### config.mk
export PLATFORM = sky130hd
export DESIGN_NAME = spi_master
export DESIGN_NICKNAME = d
export VERILOG_FILES = /design/src/rtl/spi_master.sv
export SDC_FILE = /design/constraint.sdc
export NUM_CORES = 1
export LEC_CHECK = 0
export CAP_MARGIN = 20
export CORE_MARGIN = 2
export CORE_UTILIZATION = 35
export DETAILED_ROUTE_END_ITERATION = 16
export HOLD_SLACK_MARGIN = 0.06
export PLACE_DENSITY = 0.66
export SYNTH_ARGS = -nofsm -noshare
export SYNTH_HDL_FRONTEND = slang
export SYNTH_SLANG_ARGS = --single-unit
### constraint.sdc
create_clock -name clk -period 2.4 [get_ports clk]
set_input_delay 0.48 -clock clk [delete_from_list [all_inputs] [get_ports clk]]
set_output_delay 0.48 -clock clk [all_outputs]
set_load 0.05 [all_outputs]
### src/rtl/spi_master.sv
// SPI master: sends one command/address/data frame on MOSI and, for read-data
// commands, turns the bus around and captures a byte from MISO.
module spi_master #(
    parameter int unsigned FRAME_BITS = 10,
    parameter int unsigned RD_BITS    = 8
) (
    input  logic                  clk,
    input  logic                  rst,
    input  logic                  start,
    input  logic [FRAME_BITS-1:0] cmd_data,
    output logic                  busy,
    output logic                  done,
    output logic [RD_BITS-1:0]    rd_data,
    output logic                  rd_valid,
    output logic                  SS_n,
    output logic                  MOSI,
    input  logic                  MISO
);

    localparam int unsigned CNT_W   = 4;
    localparam int unsigned TURN_CY = 2;

    localparam logic [2:0] S_IDLE  = 3'd0;
    localparam logic [2:0] S_SETUP = 3'd1;
    localparam logic [2:0] S_SHIFT = 3'd2;
    localparam logic [2:0] S_HOLD  = 3'd3;
    localparam logic [2:0] S_TURN  = 3'd4;
    localparam logic [2:0] S_RECV  = 3'd5;
    localparam logic [2:0] S_STOP  = 3'd6;

    logic [2:0]            r_state,   w_state_nx;
    logic [CNT_W-1:0]      r_cnt,     w_cnt_nx;
    logic [FRAME_BITS-1:0] r_shift,   w_shift_nx;
    logic [RD_BITS-1:0]    r_rx,      w_rx_nx;
    logic [RD_BITS-1:0]    r_rd_data, w_rd_data_nx;
    logic                  r_is_rd,   w_is_rd_nx;
    logic                  r_ss_n,    w_ss_n_nx;
    logic                  r_mosi,    w_mosi_nx;
    logic                  r_busy,    w_busy_nx;
    logic                  r_done,    w_done_nx;
    logic                  r_rd_valid, w_rd_valid_nx;

    // State register; outputs are flopped from the next-state decode so they
    // line up with the state they describe.
    always_ff @(posedge clk or posedge rst) begin
        if (rst) begin
            r_state    <= S_IDLE;
            r_cnt      <= '0;
            r_shift    <= '0;
            r_rx       <= '0;
            r_rd_data  <= '0;
            r_is_rd    <= 1'b0;
            r_ss_n     <= 1'b1;
            r_mosi     <= 1'b0;
            r_busy     <= 1'b0;
            r_done     <= 1'b0;
            r_rd_valid <= 1'b0;
        end else begin
            r_state    <= w_state_nx;
            r_cnt      <= w_cnt_nx;
            r_shift    <= w_shift_nx;
            r_rx       <= w_rx_nx;
            r_rd_data  <= w_rd_data_nx;
            r_is_rd    <= w_is_rd_nx;
            r_ss_n     <= w_ss_n_nx;
            r_mosi     <= w_mosi_nx;
            r_busy     <= w_busy_nx;
            r_done     <= w_done_nx;
            r_rd_valid <= w_rd_valid_nx;
        end
    end

    always_comb begin
        w_state_nx    = r_state;
        w_cnt_nx      = r_cnt;
        w_shift_nx    = r_shift;
        w_rx_nx       = r_rx;
        w_rd_data_nx  = r_rd_data;
        w_is_rd_nx    = r_is_rd;
        w_ss_n_nx     = 1'b1;
        w_mosi_nx     = 1'b0;
        w_busy_nx     = 1'b0;
        w_done_nx     = 1'b0;
        w_rd_valid_nx = 1'b0;

        case (r_state)
            S_IDLE: begin
                if (start) begin
                    w_state_nx = S_SETUP;
                    w_shift_nx = cmd_data;
                    w_is_rd_nx = (cmd_data[FRAME_BITS-1 -: 2] == 2'b11);
                end
            end
            S_SETUP: begin
                w_state_nx = S_SHIFT;
                w_cnt_nx   = CNT_W'(FRAME_BITS);
            end
            S_SHIFT: begin
                if (r_cnt == CNT_W'(1)) begin
                    w_state_nx = r_is_rd ? S_TURN : S_HOLD;
                    w_cnt_nx   = r_is_rd ? CNT_W'(TURN_CY) : '0;
                end else begin
                    w_cnt_nx = r_cnt - CNT_W'(1);
                end
            end
            S_HOLD: begin
                w_state_nx = S_STOP;
            end
            S_TURN: begin
                if (r_cnt == CNT_W'(1)) begin
                    w_state_nx = S_RECV;
                    w_cnt_nx   = CNT_W'(RD_BITS);
                end else begin
                    w_cnt_nx = r_cnt - CNT_W'(1);
                end
            end
            S_RECV: begin
                // MISO is only ever looked at here, so it may float elsewhere
                w_rx_nx = {r_rx[RD_BITS-2:0], MISO};
                if (r_cnt == CNT_W'(1)) begin
                    w_state_nx   = S_STOP;
                    w_cnt_nx     = '0;
                    w_rd_data_nx = {r_rx[RD_BITS-2:0], MISO};
                end else begin
                    w_cnt_nx = r_cnt - CNT_W'(1);
                end
            end
            S_STOP: begin
                w_state_nx = S_IDLE;
            end
            default: begin
                w_state_nx = S_IDLE;
            end
        endcase

        // Output decode of the state being entered
        w_ss_n_nx     = (w_state_nx == S_IDLE) || (w_state_nx == S_STOP);
        w_busy_nx     = (w_state_nx != S_IDLE);
        w_done_nx     = (w_state_nx == S_STOP);
        w_rd_valid_nx = (w_state_nx == S_STOP) && r_is_rd;
        if (w_state_nx == S_SETUP) begin
            w_mosi_nx = w_shift_nx[FRAME_BITS-1];
        end else if (w_state_nx == S_SHIFT) begin
            w_mosi_nx  = r_shift[FRAME_BITS-1];
            w_shift_nx = {r_shift[FRAME_BITS-2:0], 1'b0};
        end
    end

    assign busy     = r_busy;
    assign done     = r_done;
    assign rd_data  = r_rd_data;
    assign rd_valid = r_rd_valid;
    assign SS_n     = r_ss_n;
    assign MOSI     = r_mosi;

endmodule

==> reports/metrics.cfg, run 1 <==
[placed_design]
dp.final_hpwl_mm = 2.713
place_ws_ps = 343.9
io_buffers = 26
gp_congestion = 0.8089
dpl.cell_count = 268
dpl_cell_area_mm2 = 0.002301

[detailed_routing]
routed_wl_mm = 3.994
ant_nets = 0
drc = 0
top_layer = met4
met1_length_mm = 1.890
wl_met2_mm = 1.883
vias = 1486
first_iter_violations = 87
wl_per_cell_um = 14.47
viasPerCell = 5.384
drtPass1Iterations = 4
met3_length_um = 151

[min_path]
hold_depth = 1
hp-class = reg2reg

[sta]
setup_ws_ps = 317.3
drv_slew = 0
skew_ps = 7.510
fin_crit_sh = 0.8678
tightest_slew_ps = 578.1
tns_ps = 0
setup_viol = 0
max_freq_ghz = 0.4802
rsz0062_at_grt = no
min_period_ps = 2083
whs_ps = 509.7
slew_headroom = 0.6094
hold_viol = 0

[synthesis]
synth_area_mm2 = 0.001961
synthCells = 175
synth-seq-area-share = 0.4856
synth_edf_count = 0
syn_avg_cell_area_um2 = 11.20
synth_flop_cell = dfrtp_1
synth_area_leaders = dfrtp_1, mux2_2, mux2i_1, a221oi_1, o22ai_1
synthArstFlopShare = 1.000
yosys_warnings = 0
yosysUniqueCellTypes = 40
ys_seq_elements = 38
synth_top_area_share = 0.4722
synth_top_area_cell = dfrtp_1
synth_fp_nets = 191

[layout]
postLayoutCellArea_mm2 = 0.002439
antenna_cells = 0
final-instance-count-excl-fill = 276
syn_to_final_growth_pct = 24.38
drive_gt1_frac = 0.1863
fin_util = 0.4456
final_nets = 219

[critical_path]
worstSetupPathDepth = 1
crit_start = SS_n
critical_path_buf_inv_count = 1
start_kind = register
arrival_ps = 1600
cp_top_family = buffers and inverters
criticalPathCategory = reg2out
critPathMaxFanout = 1
r2r-end = rd_data[1]
r2r_start = r_cnt[1]
critPathCapture = SS_n
critPathCaptureType = output port
reg2reg_depth = 5
crit_slowest_cell = clkdlybuf4s50_1
crit_chain = clkdlybuf4s50_1
cp.required_ps = 1920
worst_path_largest_cell_delay_ps = 790
r2r_setup_slack_ps = 330

[die]
pin_count = 27
fp.dieW_um = 78.85
core.rowCount = 27
dieArea_mm2 = 0.006217
fp.dieH_um = 78.85
start_util = 0.3583
core_area_mm2 = 0.005473

[job]
cap_violations = 0

[grt]
antenna_found_initial = 0
track_usage = 0.1419
grt_first_pass_wirelength_mm = 6.948
grt_max_degree = 39
grt_remaining_overflow = 0
grt_pass1_vias = 1408

[power]
p_leak_nw = 1.017
combPwrFrac = 0.443
swShare = 0.3927
p_total_mw = 3.130
ir_drop_v = 0.0004941
p_clk_frac = 0.208
pwr_density_cell_mw_per_mm2 = 1283
p_switching_mw = 1.229
seqPwrFrac = 0.349
internal_power_mw = 1.901

[cts]
cts_max_path_buffers = 2
cts_tree = built
cts_inserted_buffers = 5
cts.sinks = 38
clock_latency_ps = 290
clockRootBuffer = clkbuf_8
clkTransAtPathRegs_ps = 80
cts_resized = 0
htree_levels = 2
cts_setup_buffers = 0
cts_hold_buf = 0

[run_status]
status = finished clean

how the worst min path moves through the flow:
stage	slack, ps	to	from
global placement	490	rd_data[7]	r_rx[6]
CTS	510	rd_data[7]	r_rx[6]
finish	510	rd_data[3]	rd_data[3]
global route	530	rd_data[7]	rd_data[7]
floorplan	470	rd_data[7]	r_rx[6]
detailed placement	490	rd_data[7]	r_rx[6]
cell usage in the layout (no fill, tap or decap), drive strengths merged, types with 3 or more instances in the layout:
cell,count
a211oi,3
a21oi,6
a221oi,10
buf,8
clkbuf,5
clkdlybuf4s50,26
dfrtp,37
inv,10
mux2,15
mux2i,11
nand2b,5
nor2,4
nor3,10
nor4bb,3
o21ai,8
o22ai,10
or3,3
power by group through the flow:
stage	Combinational [mW]	Clock, mW	Sequential [mW]
final	1.39	0.650	1.09
after global routing	1.55	0.696	1.12
after CTS	1.39	0.667	1.09
after detailed placement	1.39	0	1.10
after global placement	1.38	0	1.09
after floorplan	1.05	0	1.10
worst register-to-register path: cells and delay by family (launching register included):
kind	cells	cell delay, ps
simple gates	2	830
mux	1	370
buf+inv	1	90
flops	1	430
fa+ha+maj	1	230
per-layer routing:
metal,up-vias,track usage
met3,6,0.03182
met2,29,0.2111
li1,719,-
met5,-,0
met4,0,0.05690
met1,732,0.2007
cell usage after synthesis (2+ instances only):
cell type / n
o22ai_1: 10
nor3_1: 10
and2_1: 2
mux2_2: 15
or3b_2: 2
clkbuf_1: 8
buf_6: 2
buf_2: 2
mux2i_1: 11
a211oi_1: 3
a21oi_1: 6
o21ai_0: 8
dfrtp_1: 37
nand2_1: 2
a2bb2oi_1: 2
or3_1: 3
nor2_1: 3
o221ai_1: 2
inv_1: 10
nand2b_1: 5
ha_1: 2
nor4bb_1: 3
a221oi_1: 10
sequential cells by signal, indices dropped and copies added (netlist names):
| name | count |
|---|---|
| r_shift | 10 |
| r_state | 3 |
| busy | 1 |
| r_is_rd | 1 |
| r_rx | 7 |
| done | 1 |
| rd_valid | 1 |
| MOSI | 1 |
| rd_data | 8 |
| r_cnt | 4 |
| SS_n | 1 |
layout make-up:
type | count | area (µm²)
clock buffers | 5 | 68.82
clock inverters | 3 | 68.82
fillers | 523 | 3034
inverters | 10 | 37.54
multi-input cells | 114 | 900.9
flip-flops and latches | 38 | 952.2
well taps | 72 | 90.09
repair buffers | 34 | 320.3
logic make-up after synthesis:
kind of cell / Yosys count / synth area share
muxes: 26 / 0.1423
buffers and inverters: 23 / 0.05489
AOI/OAI and AO/OA: 47 / 0.1678
DFF: 38 / 0.4856
adders and majority gates: 2 / 0.01276
and+or+nand+nor: 39 / 0.1366
No activity file was read; power rests on OpenSTA's default activity.
==> run 2: changes to the inputs <==
--- a/config.mk
+++ b/config.mk
@@ -5,12 +5,13 @@
 export SDC_FILE = /design/constraint.sdc
 export NUM_CORES = 1
 export LEC_CHECK = 0
+export ABC_AREA = 1
 export CAP_MARGIN = 20
 export CORE_MARGIN = 2
 export CORE_UTILIZATION = 35
 export DETAILED_ROUTE_END_ITERATION = 16
 export HOLD_SLACK_MARGIN = 0.06
-export PLACE_DENSITY = 0.66
+export PLACE_DENSITY_LB_ADDON = 0.25
 export SYNTH_ARGS = -nofsm -noshare
 export SYNTH_HDL_FRONTEND = slang
 export SYNTH_SLANG_ARGS = --single-unit
==> run 2 against run 1 <==
Against the previous run: clock skew fell by 3.7 ps; fmax increased by 0.54%; wire length shrank 14%; via count is 5.5% lower; highest routed layer unchanged; non-clock buffer count decreased by 6; cell area is 6.7% lower; core utilization grew 0.26 points.
==> reports/metrics.cfg, run 2 <==
[run_status]
status = finished clean  ; unchanged

[power]
p_leak_nw = 1.151  ; was 1.017 nW
swShare = 0.4161  ; was 0.3927
combPwrFrac = 0.440  ; was 0.443
ir_drop_v = 0.0004602  ; was 0.0004941 V
p_clk_frac = 0.214  ; was 0.208
pwr_density_cell_mw_per_mm2 = 1331  ; was 1283 mW/mm²
p_total_mw = 3.029  ; was 3.130 mW
p_switching_mw = 1.260  ; was 1.229 mW
seqPwrFrac = 0.345  ; was 0.349
internal_power_mw = 1.768  ; was 1.901 mW

[detailed_routing]
wl_per_cell_um = 11.07  ; was 14.47 µm
viasPerCell = 4.547  ; was 5.384
drtPass1Iterations = 4  ; unchanged
ant_nets = 0  ; unchanged
first_iter_violations = 57  ; was 87
drc = 0  ; unchanged
routed_wl_mm = 3.422  ; was 3.994 mm
vias = 1405  ; was 1486

[job]
cap_violations = 0  ; unchanged

[critical_path]
arrival_ps = 1590  ; was 1600 ps
start_kind = register  ; unchanged
worst_path_largest_cell_delay_ps = 790  ; about the same
critPathMaxFanout = 1  ; unchanged
crit_slowest_cell = clkdlybuf4s50_1  ; unchanged
cp.required_ps = 1920  ; about the same
cp_top_family = buffers and inverters  ; unchanged
criticalPathCategory = reg2out  ; unchanged
critical_path_buf_inv_count = 1  ; unchanged
critPathCaptureType = output port  ; unchanged
crit_chain = clkdlybuf4s50_1  ; unchanged

[synthesis]
synthCells = 210  ; was 175
yosys-top-cells-count = nand2_1, dfrtp_1, inv_1  ; was dfrtp_1, mux2_2, mux2i_1
synth_area_leaders = dfrtp_1, nand2_1, o21ai_0, inv_1, nand4_1  ; was dfrtp_1, mux2_2, mux2i_1, a221oi_1, o22ai_1
synth_top_area_share = 0.5082  ; was 0.4722
synth_flop_cell = dfrtp_1  ; unchanged
synth_top_area_cell = dfrtp_1  ; unchanged
syn_avg_cell_area_um2 = 8.675  ; was 11.20 µm²
synth_fp_nets = 226  ; was 191
synth_most_common_cell = nand2_1  ; was dfrtp_1
yosys_warnings = 0  ; unchanged
ys_seq_elements = 38  ; unchanged
synthArstFlopShare = 1.000  ; unchanged
synth-seq-area-share = 0.5227  ; was 0.4856
yosysUniqueCellTypes = 31  ; was 40
synth_edf_count = 0  ; unchanged
synth_area_mm2 = 0.001822  ; was 0.001961 mm²

[die]
core_area_mm2 = 0.005075  ; was 0.005473 mm²
core.rowCount = 26  ; was 27
fp.dieH_um = 76.15  ; was 78.85 µm
start_util = 0.3590  ; was 0.3583
dieArea_mm2 = 0.005798  ; was 0.006217 mm²
pin_count = 27  ; unchanged
fp.dieW_um = 76.15  ; was 78.85 µm

[sta]
rsz0062_at_grt = no  ; unchanged
drv_slew = 0  ; unchanged
slew_headroom = 0.6647  ; was 0.6094
setup_ws_ps = 328.5  ; was 317.3 ps
tightest_slew_ps = 501.3  ; was 578.1 ps
hold_viol = 0  ; unchanged
setup_viol = 0  ; unchanged
max_freq_ghz = 0.4828  ; was 0.4802 GHz
min_period_ps = 2071  ; was 2083 ps
whs_ps = 486.6  ; was 509.7 ps
fin_crit_sh = 0.8631  ; was 0.8678
tns_ps = 0  ; unchanged
skew_ps = 3.772  ; was 7.510 ps

[layout]
layout_common_cells = nand2_1, dfrtp_1, clkdlybuf4s50_1  ; was dfrtp_1, clkdlybuf4s50_1, mux2_2
largest_register_ffs = 10  ; unchanged
largest_register = r_shift  ; unchanged
final_nets = 254  ; was 219
syn_to_final_growth_pct = 24.86  ; was 24.38%
final_common_cell = nand2_1  ; was dfrtp_1
antenna_cells = 0  ; unchanged
drive_gt1_frac = 0.1172  ; was 0.1863

[cts]
cts_setup_buffers = 0  ; unchanged
clkTransAtPathRegs_ps = 80  ; about the same
htree_levels = 2  ; unchanged
clockRootBuffer = clkbuf_8  ; unchanged
clock_latency_ps = 290  ; about the same
cts_inserted_buffers = 5  ; unchanged
cts_hold_buf = 0  ; unchanged
cts.sinks = 38  ; unchanged
cts_tree = built  ; unchanged
cts_max_path_buffers = 2  ; unchanged
cts_resized = 0  ; unchanged

[placed_design]
dp.final_hpwl_mm = 2.397  ; was 2.713 mm
gp_congestion = 0.8100  ; was 0.8089
place_ws_ps = 503.7  ; was 343.9 ps
io_buffers = 26  ; unchanged

[grt]
grt_first_pass_wirelength_mm = 6.147  ; was 6.948 mm
track_usage = 0.1319  ; was 0.1419
grt_remaining_overflow = 0  ; unchanged
grt_pass1_vias = 1368  ; was 1408
antenna_found_initial = 0  ; unchanged
grt_max_degree = 39  ; unchanged

[min_path]
hp-class = reg2reg  ; unchanged

[run 2: cell types whose count changed in the layout (fill, tap and decap cells not counted), sizes merged, moves of 5 or more]
cell / change
nor2: +5
nor3: -8
nand3: +7
inv: +13
nand2b: -5
nand2: +81
nand4: +11
o21ai: +11
buf: -6
a221oi: -10
mux2: -14
o22ai: -10
mux2i: -11
[run 2: routing by layer]
layer / wire length, µm / GRT usage
met5: 0 / 0
met4: 64 / 0.06182
met3: 102 / 0.03318
met2: 1594 / 0.2018
met1: 1660 / 0.1763
[run 2: logic make-up (layout without fill, tap and decap cells)]
| group | Yosys count | in the layout | share of synthesized area |
|---|---|---|---|
| simple gates | 114 | 114 | 0.2940 |
| xor+xnor | 1 | 1 | 0.004809 |
| flops | 38 | 38 | 0.5227 |
| buf+inv | 30 | 59 | 0.07350 |
| compound gates | 24 | 24 | 0.08517 |
| fa+ha+maj | 2 | 2 | 0.01373 |
| mux | 1 | 1 | 0.006181 |
[run 2: cell type report]
class	count	area (µm²)
Fill cell	541	2800
Tap cell	70	87.58
Timing Repair Buffer	28	275.3
Sequential cell	38	952.2
Multi-Input combinational cell	142	735.7
Inverter	23	86.33
Clock inverter	3	68.82
Clock buffer	5	68.82
[run 2: final timing paths]
kind	from	end	slack (ps)	cells after the start
max in group asynchronous	rst	SS_n	1450	3
worst max-delay path	SS_n	SS_n	330	1
worst min-delay path	r_rx[6]	r_rx[6]	490	2
min in group asynchronous	rst	r_shift[2]	600	3
worst max register to register	r_cnt[1]	r_shift[0]	510	8
worst min register to register	r_rx[6]	r_rx[6]	490	2
[run 2: tightest hold or removal path: cells and delay by family (launching register included)]
kind	cells	cell delay [ps]
AND/OR/NAND/NOR	1	50
AO/OA/AOI/OAI	1	50
flip-flops	1	350
[run 2: power by group through the flow]
stage / Clock, mW / Sequential, mW / Combinational (mW)
3_3_place_gp: 0 / 1.06 / 1.33
4_1_cts: 0.662 / 1.04 / 1.35
3_5_place_dp: 0 / 1.06 / 1.35
6_report: 0.649 / 1.05 / 1.33
2_1_floorplan: 0 / 1.21 / 0.914
5_1_grt: 0.703 / 1.08 / 1.51
[run 2: metrics by stage]
stage / cells / area [µm²] / utilization
2_1_floorplan: 210 / 1822 / -
3_3_place_gp: 301 / 2137 / 0.4211
3_5_place_dp: 301 / 2137 / 0.4211
4_1_cts: 309 / 2275 / 0.4482
5_1_grt: 309 / 2275 / 0.4482
6_report: 309 / 2275 / 0.4482
